**src/rtl/fifo_stream_reader.sv**
```systemverilog
// -----------------------------------------------------------------------------
// fifo_stream_reader
//
// Read-side engine for a req/ready FIFO read port. A command asks for N words;
// the block issues read requests, absorbs the FIFO's one-cycle read latency in
// a 2-entry skid buffer and re-presents the words as a valid/ready stream with
// m_last on the final word and a one-cycle done pulse at completion.
//
// Ports:
//   clk           sole clock, rising edge
//   reset         asynchronous, active-low reset
//   cmd_valid     command request (ignored while busy)
//   cmd_ready     high only in IDLE
//   cmd_count     number of words to drain (0 is legal)
//   s_read_req    FIFO read request (combinational)
//   s_read_ready  FIFO not empty
//   s_read_data   FIFO data, valid the cycle after an accepted read
//   m_valid       output word valid
//   m_ready       downstream accepts
//   m_data        output word (head of skid buffer)
//   m_last        head word is the final word of the command
//   busy          state is not IDLE
//   done          one-cycle pulse at command completion
// -----------------------------------------------------------------------------
`timescale 1ns/1ps

module fifo_stream_reader #(
    parameter int DATA_WIDTH  = 64,
    parameter int COUNT_WIDTH = 16
) (
    input  logic                   clk,
    input  logic                   reset,
    input  logic                   cmd_valid,
    output logic                   cmd_ready,
    input  logic [COUNT_WIDTH-1:0] cmd_count,
    output logic                   s_read_req,
    input  logic                   s_read_ready,
    input  logic [DATA_WIDTH-1:0]  s_read_data,
    output logic                   m_valid,
    input  logic                   m_ready,
    output logic [DATA_WIDTH-1:0]  m_data,
    output logic                   m_last,
    output logic                   busy,
    output logic                   done
);

    localparam logic [1:0] ST_IDLE  = 2'd0;
    localparam logic [1:0] ST_READ  = 2'd1;
    localparam logic [1:0] ST_FLUSH = 2'd2;

    localparam logic [COUNT_WIDTH-1:0] CNT_ZERO = '0;
    localparam logic [COUNT_WIDTH-1:0] CNT_ONE  = {{(COUNT_WIDTH-1){1'b0}}, 1'b1};

    logic [1:0]             r_state;
    logic [COUNT_WIDTH-1:0] r_issue_left;   // reads still to be issued
    logic [COUNT_WIDTH-1:0] r_out_left;     // words still to be popped
    logic                   r_inflight;     // read accepted last edge, data on the bus now
    logic [1:0]             r_occ;          // skid buffer occupancy 0..2
    logic [DATA_WIDTH-1:0]  r_buf0;         // head entry
    logic [DATA_WIDTH-1:0]  r_buf1;
    logic                   r_done;

    logic                   w_pop;
    logic [2:0]             w_owned;
    logic                   w_req;
    logic                   w_cmd_fire;

    assign w_pop      = (r_occ != 2'd0) && m_ready;
    assign w_cmd_fire = cmd_valid && (r_state == ST_IDLE);

    // Words the block will own after this edge, not counting a new read.
    // Keeping this below 2 before requesting means the skid buffer always has
    // room for the word that lands one cycle later.
    assign w_owned = {1'b0, r_occ} + {2'b00, r_inflight} - {2'b00, w_pop};

    assign w_req = (r_state == ST_READ) && (r_issue_left != CNT_ZERO)
                   && s_read_ready && (w_owned < 3'd2);

    assign s_read_req = w_req;
    assign cmd_ready  = (r_state == ST_IDLE);
    assign busy       = (r_state != ST_IDLE);
    assign m_valid    = (r_occ != 2'd0);
    assign m_data     = r_buf0;
    assign m_last     = m_valid && (r_out_left == CNT_ONE);
    assign done       = r_done;

    // Control: state, transfer counters, in-flight flag, done pulse.
    always_ff @(posedge clk or negedge reset) begin
        if (!reset) begin
            r_state      <= ST_IDLE;
            r_issue_left <= CNT_ZERO;
            r_out_left   <= CNT_ZERO;
            r_inflight   <= 1'b0;
            r_done       <= 1'b0;
        end else begin
            // NOTE: non-blocking assignments throughout, so every register
            // sees the pre-edge values regardless of statement order.
            r_done     <= 1'b0;
            r_inflight <= w_req;

            // No pop can happen in IDLE (buffer is empty), so this never
            // collides with the command latch below.
            if (w_pop) begin
                r_out_left <= r_out_left - CNT_ONE;
            end

            case (r_state)
                ST_IDLE: begin
                    if (w_cmd_fire) begin
                        r_issue_left <= cmd_count;
                        r_out_left   <= cmd_count;
                        if (cmd_count == CNT_ZERO) begin
                            r_done <= 1'b1;
                        end else begin
                            r_state <= ST_READ;
                        end
                    end
                end
                ST_READ: begin
                    if (w_req) begin
                        r_issue_left <= r_issue_left - CNT_ONE;
                        if (r_issue_left == CNT_ONE) begin
                            r_state <= ST_FLUSH;
                        end
                    end
                end
                ST_FLUSH: begin
                    // The last pop always happens here: it cannot precede the
                    // last read, and the last read moves us out of READ.
                    if (w_pop && (r_out_left == CNT_ONE)) begin
                        r_state <= ST_IDLE;
                        r_done  <= 1'b1;
                    end
                end
                default: begin
                    r_state <= ST_IDLE;
                end
            endcase
        end
    end

    // Skid buffer: the in-flight word is captured at the edge after its read,
    // and a capture and a pop in the same cycle are both honoured.
    always_ff @(posedge clk or negedge reset) begin
        if (!reset) begin
            // NOTE: the data entries are reset too; it is only two words and
            // it makes m_data a defined 0 out of reset.
            r_occ  <= 2'd0;
            r_buf0 <= '0;
            r_buf1 <= '0;
        end else begin
            case ({r_inflight, w_pop})
                2'b10: begin
                    if (r_occ == 2'd0) begin
                        r_buf0 <= s_read_data;
                    end else begin
                        r_buf1 <= s_read_data;
                    end
                    r_occ <= r_occ + 2'd1;
                end
                2'b01: begin
                    r_buf0 <= r_buf1;
                    r_occ  <= r_occ - 2'd1;
                end
                2'b11: begin
                    // A pop implies occ >= 1, so occupancy stays put.
                    if (r_occ == 2'd1) begin
                        r_buf0 <= s_read_data;
                    end else begin
                        r_buf0 <= r_buf1;
                        r_buf1 <= s_read_data;
                    end
                end
                default: begin
                end
            endcase
        end
    end

endmodule

```
**config.mk**
```make
export PLATFORM = sky130hd
export DESIGN_NAME = fifo_stream_reader
export DESIGN_NICKNAME = d
export VERILOG_FILES = /design/src/rtl/fifo_stream_reader.sv
export SDC_FILE = /design/constraint.sdc
export NUM_CORES = 1
export LEC_CHECK = 0
export ABC_AREA = 1
export CAP_MARGIN = 15
export CORE_UTILIZATION = 53
export CTS_BUF_LIST = sky130_fd_sc_hd__clkbuf_2
export DETAILED_ROUTE_END_ITERATION = 8
export PLACE_DENSITY_LB_ADDON = 0.2
export RECOVER_POWER = 50
export SLEW_MARGIN = 20
export SYNTH_ARGS = -nofsm -noshare
export SYNTH_HDL_FRONTEND = slang
export SYNTH_SLANG_ARGS = --single-unit
```
**constraint.sdc**
```tcl
create_clock -name clk -period 2.85 [get_ports clk]
set_input_delay 0.4275 -clock clk [delete_from_list [all_inputs] [get_ports clk]]
set_output_delay 0.4275 -clock clk [all_outputs]
set_load 0.02 [all_outputs]
```
# Yosys cells after proc, flatten, opt, wreduce, memory -nomap -nowiden
# Cells that the tools add are included.
# Widths: inputs -> output; s select.
[op_classes]
addsub = 6
multipliers = 0
n_div = 0
n_lt_le_gt_ge = 1
n_eq_ne = 16
shift = 0
n_mux = 23
bitwise_logic = 0
reduce_logical = 21
[op_table]
columns = ["cell", "n"]
rows = [
  ["$mux 64", 4],
  ["$pmux 64 s3", 1],
  ["$pmux 64 s2", 1],
  ["$mux 16", 5],
  ["$eq 16x1->1 const B", 2],
  ["$pmux 16 s2", 1],
  ["$sub 16x1->16 const B", 2],
  ["$logic_not 16->1", 1],
  ["$reduce_bool 16->1", 1],
  ["$ne 2x2->1 const B", 6],
  ["$mux 2", 5],
  ["$reduce_bool 2->1", 5],
  ["$logic_and 1x1->1", 7],
  ["$eq 2x1->1 const B", 3],
  ["$eq 2x2->1 const B", 3],
  ["$pmux 2 s3", 1],
  ["$reduce_and 3->1", 2],
  ["$reduce_and 5->1", 1],
  ["$logic_not 2->1", 2],
  ["$ne 2x1->1 const B", 2],
  ["$pmux 2 s2", 1],
  ["$add 2x1->3", 1],
  ["$lt 3x2->1 const B", 1],
  ["$mux 1", 3],
  ["other kinds (6)", 6],
]
[totals]
register_bits = 166
latch_bits = 0
mem_bits_rw = 0
romBits = 0
inputBits = 85
output_inout_bits = 70
word_cells = 75
mem_count = 0

# Logic depth before layout (Yosys ltp)
# Gate-level depths: netlist (run 1).
[depth]
depth_word = 7
depth_mapped = 18
depth_no_buf = 16

# Worst setup path after synthesis (run 1)
# Ideal clock, no wire load.
[synth_path]
kind = "flip-flop to output port"
start = "reg r_occ[1]"
end = "out s_read_req"
arrival_time_ps = 2220
t_required_ps = 2423
setup_slack_ps = 202
path_stages_with_launch = 13
n_path_buf = 1
cell_sequence = "dfrtp_1 inv_1 ha_1 nor2_4 buf_6 inv_2 nor2_1 o21ai_0 fa_1 nand3_1 nor2_1 nand2_2 inv_1"
[synth_between]
elab_chain_len = 5
elab_cells_between_ends = 6
cone_classes = "add/sub (2); order compare (1); reduce/logical (3)"
[synth_rtl]
columns = ["item", "line", "text"]
rows = [
  ["start: declaration", "58", "logic [1:0] r_occ;"],
  ["start signal: assignment", "159", "r_occ <= r_occ + 2'd1;"],
  ["start signal: assignment", "163", "r_occ <= r_occ - 2'd1;"],
  ["branches (longest 2 deep; another with $add 2x1->3)", "-", ""],
  ["$sub 3x1->3 *", "74", "assign w_owned = {1'b0, r_occ} + {2'b00, r_inflight} - {2'b00, w_pop};"],
  ["$lt 3x2->1 *", "77", "&& s_read_ready && (w_owned < 3'd2);"],
  ["$logic_and 1x1->1 *", "77", ""],
  ["end: declaration", "36", "output logic s_read_req,"],
]
# Every way passes the cells marked *.

# Worst setup path after layout (run 1)
# Same ends and word-level chain as after synthesis.

==> metrics.txt, run 1 <==
number of buffers inserted by port buffering=154; WP depth=12; clock transition at the registers of the reported paths=260 ps; number of clock sinks=166; Crit path required time=2420 ps; Setup violations, final=1; initial core utilization=54.4%; netlist area before placement=8270 um2; ranking of synthesized cells by area=dfrtp_1 50%, nand2_1 21%, o21ai_0 8.2%; largest net degree at the start of global routing=104; global-route wire length before repair=33.6 mm; Worst Tran Pin Value=1240 ps; global-route congestion overflow total=0; Fin Hold WS=266 ps; most instantiated cells after synthesis=455 x nand2_1, 166 x dfrtp_1, 136 x o21ai_0; height of the die=127 um; Register-to-Register Path Depth=18; area occupied by registers=4150 um2; kind of critical path=register to primary output; fin crit period=3060 ps; gate count of the mapped netlist=1103; unrepaired setup endpoints after global routing=true; overall routed net length=19.9 mm; number of buffers added by the clock tree synthesis step=17; antenna viol nets, final=0; count of maximum capacitance violations=0; sequential cell area fraction in the yosys report=50.3%; share of the synthesized area in the top cell type=50.3%; max-slew violation count=0; RD Place Congestion=0.954; clock latency on the worst-skew pair=720 ps; data arrival time at the worst-slack endpoint=2630 ps; final core utilization=68.2%; post-route clock period utilization=107%; vias per cell=5.17; Critical Path Sink=s_read_req; overall die area=16100 um2; Worst Setup Slack post-DPL=-446 ps; crit-path cells=inv_2 -> ha_4 -> nor2_4 -> inv_2 -> nor2_4 -> o21ai_2 -> fa_1 -> nand3_2 -> nor2_4 -> nand2_2 -> inv_2 -> buf_6; Worst Setup SP=r_occ[1]; worst-case vdd ir drop=0.503 mV; Routed wire per std cell=13.6 um; Setup Total Neg Slack=-211 ps; top flip-flop cell by instance count after synthesis=dfrtp_1; Slowest Stage Delay on Critical Path=510 ps; critical path's slowest cell=fa_1; Clock Skews=28.6 ps; layout filler cell count=1255; flop-to-flop setup slack=230 ps; nets in the synthesized netlist=1198; router iterations before antenna repair=5; post-synth cell types=34; count of standard-cell rows=45; Worst R2R Start=r_occ[1]; DR DRC count=0; total power density per cell area=1060 nW/um2; Post-Syn Area per Cell=7.49 um2; startpoint of the most critical hold path=s_read_data[4]; endpoint of the worst-slack reg-to-reg timing path=r_issue_left[12]; largest fanout of any net on the critical path=3; highest attainable clock frequency=327 MHz; Setup crit end kind=primary output; library cell with the highest instance count after synthesis=nand2_1; CTS root buf=clkbuf_2; fraction of layout cells with a size suffix above 1=6.92%; count of yosys warnings during synthesis=0; Synth Register Bits=166; post-route setup slack=-211 ps; total via count in the routed design=7552; cell class contributing the biggest share of worst-path delay=adder cells; worst min-delay path class=primary input to register; count of flip-flops with a built-in enable after synthesis=0; dominant cell type by area after synthesis=dfrtp_1; number of H-tree levels=4; standard cell core area=15200 um2; worst-case headroom to the max-slew limit=17.4%; multi-input gate area in the final layout=3450 um2; via count of the first global-routing pass=6998; Hold Violations, Final=0; Max Buffers Root-to-Sink=2; number of top-level design ports=155; result of the run=finished, violations left; Die Wd=127 um; detailed-placement wirelength estimate=13.3 mm; Final Power=0.0110 W; post-synthesis to final-layout area growth=25.4%; violated checks=negative setup slack; LEAKAGE=5.12 nW; clock tree from TritonCTS=yes; initial antenna violation count=1; startpoint kind of the worst setup timing path=register; share of flip-flops with an asynchronous set or reset=100%; aggregate global-route resource usage=26.0%; WP buf/inv=4; Starting DRT DRC Count=558; net count reported at finish=1354
final cells by class:
type                            instances  share of cell area, %
Sequential cell                       166                   40.1
Multi-Input combinational cell        766                   33.3
Timing Repair Buffer                  184                   17.4
Inverter                              124                   4.52
Tap cell                              188                   2.27
Clock inverter                         14                   1.50
Clock buffer                           17                  0.821
Antenna cell                            2                 0.0483
state kept, by name (all words and copies together), names as in the netlist:
name	count
r_inflight	1
r_issue_left	16
done	1
r_buf1	64
r_state	2
r_out_left	16
m_data	64
r_occ	2
routing by layer:
layer  vias to the layer above  track usage, %  wire (um)
li1                       3751               -          -
met1                      3526            37.1       9170
met2                       249            40.5       9330
met3                        26            4.26       1040
met4                         0            8.75        343
met5                         -               0          0
how the worst min path moves through the flow:
stage / end / slack (ps) / cells after the start
after floorplan: done / 130 / 0
after global placement: m_data[52] / 400 / 1
after detailed placement: m_data[52] / 400 / 1
after CTS: r_buf1[32] / 120 / 2
after global routing: r_buf1[4] / 170 / 3
final: r_buf1[4] / 270 / 3
worst reg2reg max path: cells and delay by family, from the launching register on:
family	cells	cell delay [ps]
AND/OR/NAND/NOR	9	730
adder cells (fa/ha/maj)	2	680
buffers and inverters	6	660
flip-flops	1	410
AO/OA/AOI/OAI	1	70
per-stage QoR:
stage | area (um2) | std cells
global placement | 10100 | 1424
detailed placement | 10100 | 1424
floorplan | 8270 | 1103
finish | 10400 | 1461
CTS | 10400 | 1462
global route | 10400 | 1461
cells by family after synthesis:
group	Yosys count	share of synthesized area, %
simple gates	576	27.8
buf+inv	172	8.99
xor+xnor	4	0.424
compound gates	175	10.9
fa+ha+maj	10	1.60
flops	166	50.3
layout by cell type, fill, tap and decap left out, drive strengths merged:
cell	Yosys	layout
a21boi	1	1
a21oi	4	4
a31oi	2	2
and3	1	1
buf	42	25
bufinv	0	2
clkbuf	6	23
clkdlybuf4s50	0	151
clkinv	0	4
clkinvlp	0	6
dfrtp	166	166
diode	0	2
dlygate4sd2	0	1
dlygate4sd3	0	1
fa	1	1
ha	9	9
inv	124	126
nand2	459	460
nand3	36	36
nand3b	3	3
nand4	9	9
nor2	61	61
nor3	5	5
nor4	1	1
o211ai	1	1
o21ai	166	166
o21bai	1	1
or2	1	1
xnor2	3	3
xor2	1	1
report_power, final:
group	internal [W]	leakage (nW)	switching, W
Combinational	0.00226	2.94	0.00341
Sequential	0.00346	2.05	0.000589
Clock	0.000403	0.124	0.000845
timing repair:
action | in CTS | in global routing
pin swaps | 7 | 3
resized for setup | 30 | 5
endpoints found under the setup margin | 2 | 20
hold endpoints to repair | 68 | 0
hold buffers | 1 | 0
cloned | 0 | 1
buffers inserted | 6 | 0
(Power assumes the default switching activity.)
==> inputs of run 2 (changes only) <==
- GPL_TIMING_DRIVEN: default -> 0
==> run 2 against run 1 <==
  * The run ends with max-capacitance violations, max-slew violations, negative setup slack left
  * Clock-buffer cell count grew 2
  * Sequential power about the same
  * Hold slack worse by 27 ps
  * Combinational power fell by 0.7%
  * Critical path depth is 1 higher
  * Clock power about the same
  * Cell area up 0.36%
  * Critical endpoint unchanged
==> metrics.txt, run 2 (synthesis results as in run 1) <==
result of the run=finished, violations left; violated checks=max-capacitance violations, max-slew violations, negative setup slack; most frequent cells in the layout=455 x nand2_1, 166 x dfrtp_1, 151 x clkdlybuf4s50_1; worst-case headroom to the max-slew limit=-39.4%; final core utilization=68.4%; Die Wd=127 um; met3 Use GR=4.77%; critical path's slowest cell=fa_1; clock transition at the registers of the reported paths=240 ps; met2 capacity usage during global routing=42.5%; vias per cell=5.01; aggregate global-route resource usage=26.1%; Setup violations, final=1; Routed wire per std cell=13.4 um; highest attainable clock frequency=304 MHz; Max Buffers Root-to-Sink=2; startpoint kind of the worst setup timing path=register; leading cell type in the layout, fill and taps excluded=nand2_1; Setup crit end kind=primary output; fraction of layout cells with a size suffix above 1=8.62%; Slowest Stage Delay on Critical Path=500 ps; count of standard-cell rows=45; RD Place Congestion=0.907; number of buffers added by the clock tree synthesis step=17; number of buffers inserted by port buffering=154; cell class contributing the biggest share of worst-path delay=adder cells; router iterations before antenna repair=5; total power density per cell area=1050 nW/um2; via count of the first global-routing pass=6888; detailed-placement wirelength estimate=14.5 mm; total via count in the routed design=7454; worst min-delay path class=primary input to register; DR DRC count=0; worst hold path endpoint=r_out_left[8]; global-route congestion overflow total=0; antenna viol nets, final=0; Hold Violations, Final=0; startpoint of the most critical hold path=cmd_count[8]; initial core utilization=54.4%; initial antenna violation count=1; number of H-tree levels=4; fin crit period=3290 ps; Global Route met1 Usage=35.6%; LEAKAGE=5.22 nW; height of the die=127 um; crit-path cells=inv_2 -> ha_4 -> nor2_4 -> buf_6 -> buf_6 -> nor2_1 -> o21ai_2 -> fa_1 -> nand3_1 -> nor2_2 -> nand2_2 -> inv_2 -> buf_6; Most Crowded Layer GR=met2; Worst R2R Start=r_occ[0]; Final Power=0.0110 W; Clock Skews=31.5 ps; number of clock sinks=166; worst-case vdd ir drop=0.408 mV; post-route setup slack=-444 ps; post-synthesis to final-layout area growth=25.8%; overall routed net length=20.0 mm; number of top-level design ports=155; Register-to-Register Path Depth=16; max-slew violation count=87; clock latency on the worst-skew pair=740 ps; Worst Tran Pin Value=2090 ps; unrepaired setup endpoints after global routing=true; kind of critical path=register to primary output; Crit path required time=2420 ps; WP depth=13; CTS root buf=clkbuf_2; standard cell core area=15200 um2; net count reported at finish=1381; most repeated library cell on the critical path=buf_6; data arrival time at the worst-slack endpoint=2870 ps; Starting DRT DRC Count=429; hold path cells=3; Setup Total Neg Slack=-444 ps; largest net degree at the start of global routing=87; count of maximum capacitance violations=1; largest fanout of any net on the critical path=3; clock tree from TritonCTS=yes; flop-to-flop setup slack=290 ps; overall die area=16100 um2; post-route clock period utilization=116%; endpoint of the worst-slack reg-to-reg timing path=r_issue_left[13]; global-route wire length before repair=33.2 mm; WP buf/inv=5
run 2: final cells by class:
class / instances / area, um2
Sequential cell: 166 / 4150
Clock inverter: 13 / 145
Clock buffer: 19 / 95.1
Fill cell: 1315 / 4800
Buffer: 48 / 278
Timing Repair Buffer: 164 / 1620
Tap cell: 188 / 235
Multi-Input combinational cell: 765 / 3410
Antenna cell: 1 / 2.50
Inverter: 124 / 465
run 2: worst max-delay path by stage:
| stage | slack (ps) | from | endpoint |
|---|---|---|---|
| floorplan | 200 | r_occ[1] | s_read_req |
| global placement | -5350 | reset | m_data[12] |
| detailed placement | -750 | m_ready | s_read_req |
| CTS | -440 | r_occ[1] | s_read_req |
| global route | -660 | r_occ[0] | s_read_req |
| finish | -440 | r_occ[0] | s_read_req |
run 2: tightest hold or removal path, delay by kind of cell:
kind | cells | cell delay, ps
and+or+nand+nor | 2 | 130
buffers and inverters | 1 | 420
run 2: metal layers:
layer / part of all wire (%) / vias up
met1: 45 / 3425
met4: 1.6 / 0
met3: 5.3 / 27
li1: - / 3786
met5: 0 / -
met2: 48 / 216
run 2: power by group:
group	switching (W)	leakage, nW	internal, W	total [W]
Combinational	0.00338	3.02	0.00226	0.00564
Sequential	0.000584	2.05	0.00345	0.00404
Clock	0.000858	0.149	0.000424	0.00128
Total	0.00482	5.22	0.00614	0.0110
run 2: repair_timing:
item | CTS | global route
buffers inserted | 8 | 0
hold endpoints to repair | 85 | 0
setup endpoints to repair | 15 | 2
hold buffers | 1 | 0
pin swaps | 3 | 0
resized for setup | 20 | 4
run 2: metrics by stage:
step	setup WS, ps	hold slack (ps)	instance area, um2	std cells
2_1_floorplan	202	132	8270	1103
3_3_place_gp	-5350	462	10000	1445
3_5_place_dp	-753	464	10100	1446
4_1_cts	-435	179	10400	1487
5_1_grt	-662	159	10400	1488
6_report	-444	239	10400	1488
